File: config.mk
export PLATFORM = sky130hd
export DESIGN_NAME = fixed_point_scaler
export DESIGN_NICKNAME = d
export VERILOG_FILES = /design/src/rtl/fxp_scaler_pkg.sv /design/src/rtl/fxp_sat_trunc.sv /design/src/rtl/fixed_point_scaler.sv
export SDC_FILE = /design/constraint.sdc
export NUM_CORES = 2
export LEC_CHECK = 0
export CAP_MARGIN = 30
export CORE_ASPECT_RATIO = 0.8
export CORE_MARGIN = 5
export CORE_UTILIZATION = 54
export CTS_CLUSTER_SIZE = 16
export DETAILED_ROUTE_END_ITERATION = 7
export PLACE_DENSITY = 0.84
export SLEW_MARGIN = 0
export SYNTH_ARGS = -nofsm -noshare
export SYNTH_HDL_FRONTEND = slang
export SYNTH_HIERARCHICAL = 1
export SYNTH_SLANG_ARGS = --single-unit
File: constraint.sdc
create_clock -name clk -period 8.5 [get_ports clk]
set_input_delay 1.275 -clock clk [delete_from_list [all_inputs] [get_ports clk]]
set_output_delay 1.275 -clock clk [all_outputs]
set_load 0.02 [all_outputs]
File: src/rtl/fxp_scaler_pkg.sv
// Shared width arithmetic and reduction-mode selection for the fixed-point
// scaler datapath p = (a + d) * b + c.
// Optional feature macro: FIXEDPOINTSCALER_SAT_EN (see fxp_sat_trunc).
package fxp_scaler_pkg;

  // How the full-precision sum is mapped onto the output width.
  typedef enum logic [1:0] {
    RED_EXTEND = 2'd0,  // output wider than sum: sign-extend
    RED_PASS   = 2'd1,  // same width: straight copy
    RED_NARROW = 2'd2   // output narrower: wrap or saturate
  } red_mode_e;

  // Default operand and result widths.
  localparam int BA_DEF = 27;
  localparam int BB_DEF = 16;
  localparam int BC_DEF = 27;
  localparam int BD_DEF = 27;
  localparam int BP_DEF = 45;

  function automatic int max_i(input int x, input int y);
    return (x > y) ? x : y;
  endfunction

  // Width of the pre-adder result (one growth bit over the wider operand).
  function automatic int aw(input int ba, input int bd);
    return max_i(ba, bd) + 1;
  endfunction

  // Width of the product: signed pre-add times zero-extended unsigned b.
  function automatic int mw(input int ba, input int bb, input int bd);
    return max_i(ba, bd) + bb + 2;
  endfunction

  // Full-precision width of the post-adder sum.
  function automatic int fw(input int ba, input int bb, input int bc, input int bd);
    return max_i(mw(ba, bb, bd), bc) + 1;
  endfunction

  function automatic red_mode_e red_mode(input int full_w, input int out_w);
    if (out_w > full_w)
      return RED_EXTEND;
    else if (out_w == full_w)
      return RED_PASS;
    else
      return RED_NARROW;
  endfunction

  // Number of upper sum bits that must agree for a value to fit in out_w bits
  // (the output sign bit plus every bit above it).
  function automatic int sat_guard_bits(input int full_w, input int out_w);
    return full_w - out_w + 1;
  endfunction

endpackage

File: src/rtl/fxp_sat_trunc.sv
// Combinational width reduction of the full-precision sum s (FW bits) onto the
// BP-bit result. When BP < FW the default build wraps (keeps the low BP bits);
// with FIXEDPOINTSCALER_SAT_EN defined it clamps to the signed BP range.
module fxp_sat_trunc
  import fxp_scaler_pkg::*;
#(
  parameter int FW = 46,
  parameter int BP = 45
) (
  input  logic signed [FW-1:0] s,
  output logic signed [BP-1:0] y
);

  localparam red_mode_e MODE = red_mode(FW, BP);

  if (MODE == RED_EXTEND) begin : g_extend
    assign y = {{(BP-FW){s[FW-1]}}, s};
  end else if (MODE == RED_PASS) begin : g_pass
    assign y = s;
  end else begin : g_narrow
    localparam int GB = sat_guard_bits(FW, BP);
    localparam logic signed [BP-1:0] SAT_MAX = {1'b0, {(BP-1){1'b1}}};
    localparam logic signed [BP-1:0] SAT_MIN = {1'b1, {(BP-1){1'b0}}};

    // Output sign bit and everything above it; they all agree iff s fits.
    logic [GB-1:0] guard;
    assign guard = s[FW-1:BP-1];

`ifdef FIXEDPOINTSCALER_SAT_EN
    // Clamp out-of-range sums to the nearest representable extreme.
    always_comb begin
      y = s[BP-1:0];
      if ((guard != '0) && (guard != '1))
        y = s[FW-1] ? SAT_MIN : SAT_MAX;
    end
`else
    // Two's-complement wrap: the guard bits are intentionally dropped.
    logic unused_guard;
    logic unused_limits;
    assign unused_guard  = ^guard;
    assign unused_limits = ^{SAT_MAX, SAT_MIN};
    assign y = s[BP-1:0];
`endif
  end

endmodule

File: src/rtl/fixed_point_scaler.sv
// Four-stage pipelined scaler p = (a + d) * b + c (pre-add, multiply,
// post-add), one operand set per clock, no handshake. a, c, d are signed,
// b is an unsigned scale factor. Result appears on p after the third edge
// following the capture edge. clr synchronously zeroes every stage.
// Optional feature macro: FIXEDPOINTSCALER_SAT_EN (saturate instead of wrap
// when BP is narrower than the full-precision sum).
module fixed_point_scaler
  import fxp_scaler_pkg::*;
#(
  parameter int BA = BA_DEF,
  parameter int BB = BB_DEF,
  parameter int BC = BC_DEF,
  parameter int BD = BD_DEF,
  parameter int BP = BP_DEF
) (
  input  logic                 clk,
  input  logic                 clr,
  input  logic signed [BA-1:0] a,
  input  logic        [BB-1:0] b,
  input  logic signed [BC-1:0] c,
  input  logic signed [BD-1:0] d,
  output logic signed [BP-1:0] p
);

  localparam int AW = aw(BA, BD);
  localparam int MW = mw(BA, BB, BD);
  localparam int FW = fw(BA, BB, BC, BD);

  // S1: captured operands.
  logic signed [BA-1:0] a_q;
  logic        [BB-1:0] b_q;
  logic signed [BC-1:0] c1_q;
  logic signed [BD-1:0] d_q;

  // S2: pre-adder result, offset and scale delayed.
  logic signed [AW-1:0] ad_q;
  logic        [BB-1:0] b2_q;
  logic signed [BC-1:0] c2_q;

  // S3: product, offset delayed.
  logic signed [MW-1:0] m_q;
  logic signed [BC-1:0] c3_q;

  // Combinational values feeding each register stage.
  logic signed [AW-1:0] ad_n;
  logic signed [MW-1:0] ad_ext;
  logic signed [MW-1:0] b_ext;
  logic signed [MW-1:0] m_n;
  logic signed [FW-1:0] s_n;
  logic signed [BP-1:0] p_n;

  // Pre-add, multiply and post-add arithmetic between the register stages.
  always_comb begin
    ad_n   = {{(AW-BA){a_q[BA-1]}}, a_q} + {{(AW-BD){d_q[BD-1]}}, d_q};
    ad_ext = {{(MW-AW){ad_q[AW-1]}}, ad_q};
    // b is a magnitude: a zero top bit keeps 16'hFFFF at 65535 in the signed product.
    b_ext  = {{(MW-BB){1'b0}}, b2_q};
    m_n    = ad_ext * b_ext;
    s_n    = {{(FW-MW){m_q[MW-1]}}, m_q} + {{(FW-BC){c3_q[BC-1]}}, c3_q};
  end

  fxp_sat_trunc #(
    .FW (FW),
    .BP (BP)
  ) u_reduce (
    .s (s_n),
    .y (p_n)
  );

  // S1: register the raw operands; clr overrides the data path.
  // NOTE: every pipeline register is cleared so no unknown value can ever reach p.
  always_ff @(posedge clk) begin
    if (clr) begin
      a_q  <= '0;
      b_q  <= '0;
      c1_q <= '0;
      d_q  <= '0;
    end else begin
      // NOTE: non-blocking assignments let every stage sample the previous stage's old value.
      a_q  <= a;
      b_q  <= b;
      c1_q <= c;
      d_q  <= d;
    end
  end

  // S2: register the pre-add sum and carry b and c forward.
  always_ff @(posedge clk) begin
    if (clr) begin
      ad_q <= '0;
      b2_q <= '0;
      c2_q <= '0;
    end else begin
      ad_q <= ad_n;
      b2_q <= b_q;
      c2_q <= c1_q;
    end
  end

  // S3: register the product and carry c forward.
  always_ff @(posedge clk) begin
    if (clr) begin
      m_q  <= '0;
      c3_q <= '0;
    end else begin
      m_q  <= m_n;
      c3_q <= c2_q;
    end
  end

  // S4: register the reduced post-add result.
  always_ff @(posedge clk) begin
    if (clr)
      p <= '0;
    else
      p <= p_n;
  end

endmodule

==> results.ini <==
[status]
status=finished clean

[timing]
fin_crit_sh_pct=83.0
rsz0062_at_grt=false
setup_tns_ps=0
fmax_mhz=142
hold_viol=0
slew_violations=0
layout_min_cycle_time_ps=7050
setup_ws_ps=1450
worst_pin_slew_ps=1110
setup_viol=0
max_slew_margin_pct=25.8
fin_skew_ps=12.0

[critical_path]
endpoint_kind=register
crit_fanout=18
critPathBufInv=4
critPathMaxStageDelay_ps=860
critical_path_class=register to register
worstPathCellList=buf_4, nand2_1, fa_1, fa_1, fa_1, inv_1, fa_1, fa_1, inv_1, fa_1, inv_1, ha_1, a21o_1, a21oi_1, o21ai_0, a31o_2, o21ai_1, o21ai_1, a221o_1, a31oi_1, mux2_2
required_ps=8980
start_kind=register
arrival_ps=7530
critical-path-top-delay-family=adder cells
critPathMostFrequentCell=fa_1
cp_slowest_cell=dfxtp_1

[die]
die_width_um=262
core_sq_um=50000
io_pins=144
start_util_pct=54.9
dieArea_sq_um=55400
die_height_um=212
rows=73

[clock_tree]
cts_hold_buf=0
cts_setup_buffers=0
clk_latency_ps=580
cts_tree=yes
cts.clk_slew.worst_paths_ps=70
cts_root_buf=clkbuf_16
cts_resized=0
cts.htree.levels=1
cts_buffers=29
clock_sinks=285
clk_path_buf_depth=3

[global_route]
grt_max_degree=123
grt_pass1_wl_mm=101
antenna_found_initial=0
grtUsageMet2_pct=38.9
grt-ovfl-total=0
grt.met3_usage_pct=2.83
busiest_layer=met2
use_met1_pct=27.9
grt_pass1_vias=20800
grt.total_usage_pct=22.0

[cells_and_area]
layout-drive-gt1-share_pct=3.15
register_area_sq_um=5710
area_growth_pct=9.68
n_fill_cell=4047
multi_input_area_sq_um=18900
fin_nets=3706
fin_cells=3689
diodes=0

[pwr]
ir_drop_uv=136
power.total_w=0.00437
powerDensity_nw_per_um2=145
cellLeakagePower_nw=14.6

[drt]
routedWlPerCell_um=15.8
ant_nets=0
drt_iter0_drc=1140
dr.pass1.iters=5
vias_per_cell=5.23
drc=0
wl_mm=58.4
num_vias=19300

[place]
portBuffers=143
placed_cells=3633
hpwlAfterDp_mm=44.6
place_congestion=0.918
pre_cts_slack_ps=1590

[flow_run]
maxCapViolCount=0

[synth]
syn_avg_cell_area_sq_um=9.26
synth_nets=3679
syn_area_sq_um=27400
ys_warn_count=6
synth_cells=2964

[hold_path]
hold_class=register to register

## per-layer routing
layer | vias to the layer above | share of wire [%]
met4 | 0 | 4.3
met1 | 9478 | 40
met3 | 169 | 6.0
li1 | 9028 | -
met2 | 624 | 50
met5 | - | 0
## report_power, final
part / leakage, nW / internal (W) / switching [W] / total [W]
clock network: 0.485 / 0.000775 / 0.000557 / 0.00133
registers: 2.35 / 0.00147 / 0.000124 / 0.00160
logic: 11.8 / 0.000634 / 0.000804 / 0.00144
total: 14.6 / 0.00288 / 0.00149 / 0.00437
## final cells by class
| class | count | area share (%) |
|---|---|---|
| clock buffer | 37 | 2.58 |
| clock inverter | 17 | 0.753 |
| inverter | 541 | 6.75 |
| multi-input combinational | 1976 | 62.9 |
| sequential | 285 | 19.0 |
| tap | 675 | 2.81 |
| timing repair buffer | 158 | 5.28 |
## through the flow
stage          utilization (%)  hold slack (ps)  instance area [sq um]
6_report                  60.2              433                  30100
4_1_cts                   60.1              434                  30000
3_5_place_dp              58.1              420                  29000
3_3_place_gp              58.1              421                  29000
5_1_grt                   60.2              446                  30100
2_1_floorplan                -              414                  27400
## sequential cells by signal (all words and copies together) (netlist names)
name  flops
p        45
b2_q     16
c3_q     27
b_q      16
a_q      27
d_q      27
m_q      45
c1_q     27
ad_q     28
c2_q     27
## worst register-to-register path, cell delays in order (launching register included)
cell	delay, ps
dfxtp_1	860
buf_4	340
nand2_1	90
fa_1	490
fa_1	520
fa_1	520
inv_1	60
fa_1	490
fa_1	490
inv_1	50
fa_1	470
inv_1	40
ha_1	330
a21o_1	200
a21oi_1	180
o21ai_0	110
a31o_2	290
o21ai_1	250
o21ai_1	250
a221o_1	390
a31oi_1	190
mux2_2	340
## path summary, 6_finish.rpt
check | cells past startpoint | slack, ps | from | to
max | 21 | 1450 | b2_q[4]$_SDFF_PP0_ | m_q[42]$_SDFF_PP0_
min | 1 | 430 | b_q[14]$_SDFF_PP0_ | b2_q[14]$_SDFF_PP0_
max reg2reg | 21 | 1450 | b2_q[4]$_SDFF_PP0_ | m_q[42]$_SDFF_PP0_
min reg2reg | 1 | 430 | b_q[14]$_SDFF_PP0_ | b2_q[14]$_SDFF_PP0_
## cell usage in the layout (no fill, tap or decap), types with 7 or more instances in the layout
cell type,count
a211oi_1,8
nand3_1,17
fa_1,435
o21bai_1,15
a31oi_1,13
clkdlybuf4s50_1,142
nor2b_1,240
inv_1,541
dfxtp_1,285
clkbuf_16,29
o31ai_1,7
and2_1,194
and3_1,14
nand2b_1,13
xor2_1,38
nor3_1,21
nand2_1,313
nor2_1,89
o21a_1,18
a21o_1,64
o21ai_0,41
xnor2_1,51
buf_4,13
nand4_1,15
a21oi_1,83
ha_1,181
(Power assumes the default switching activity.)
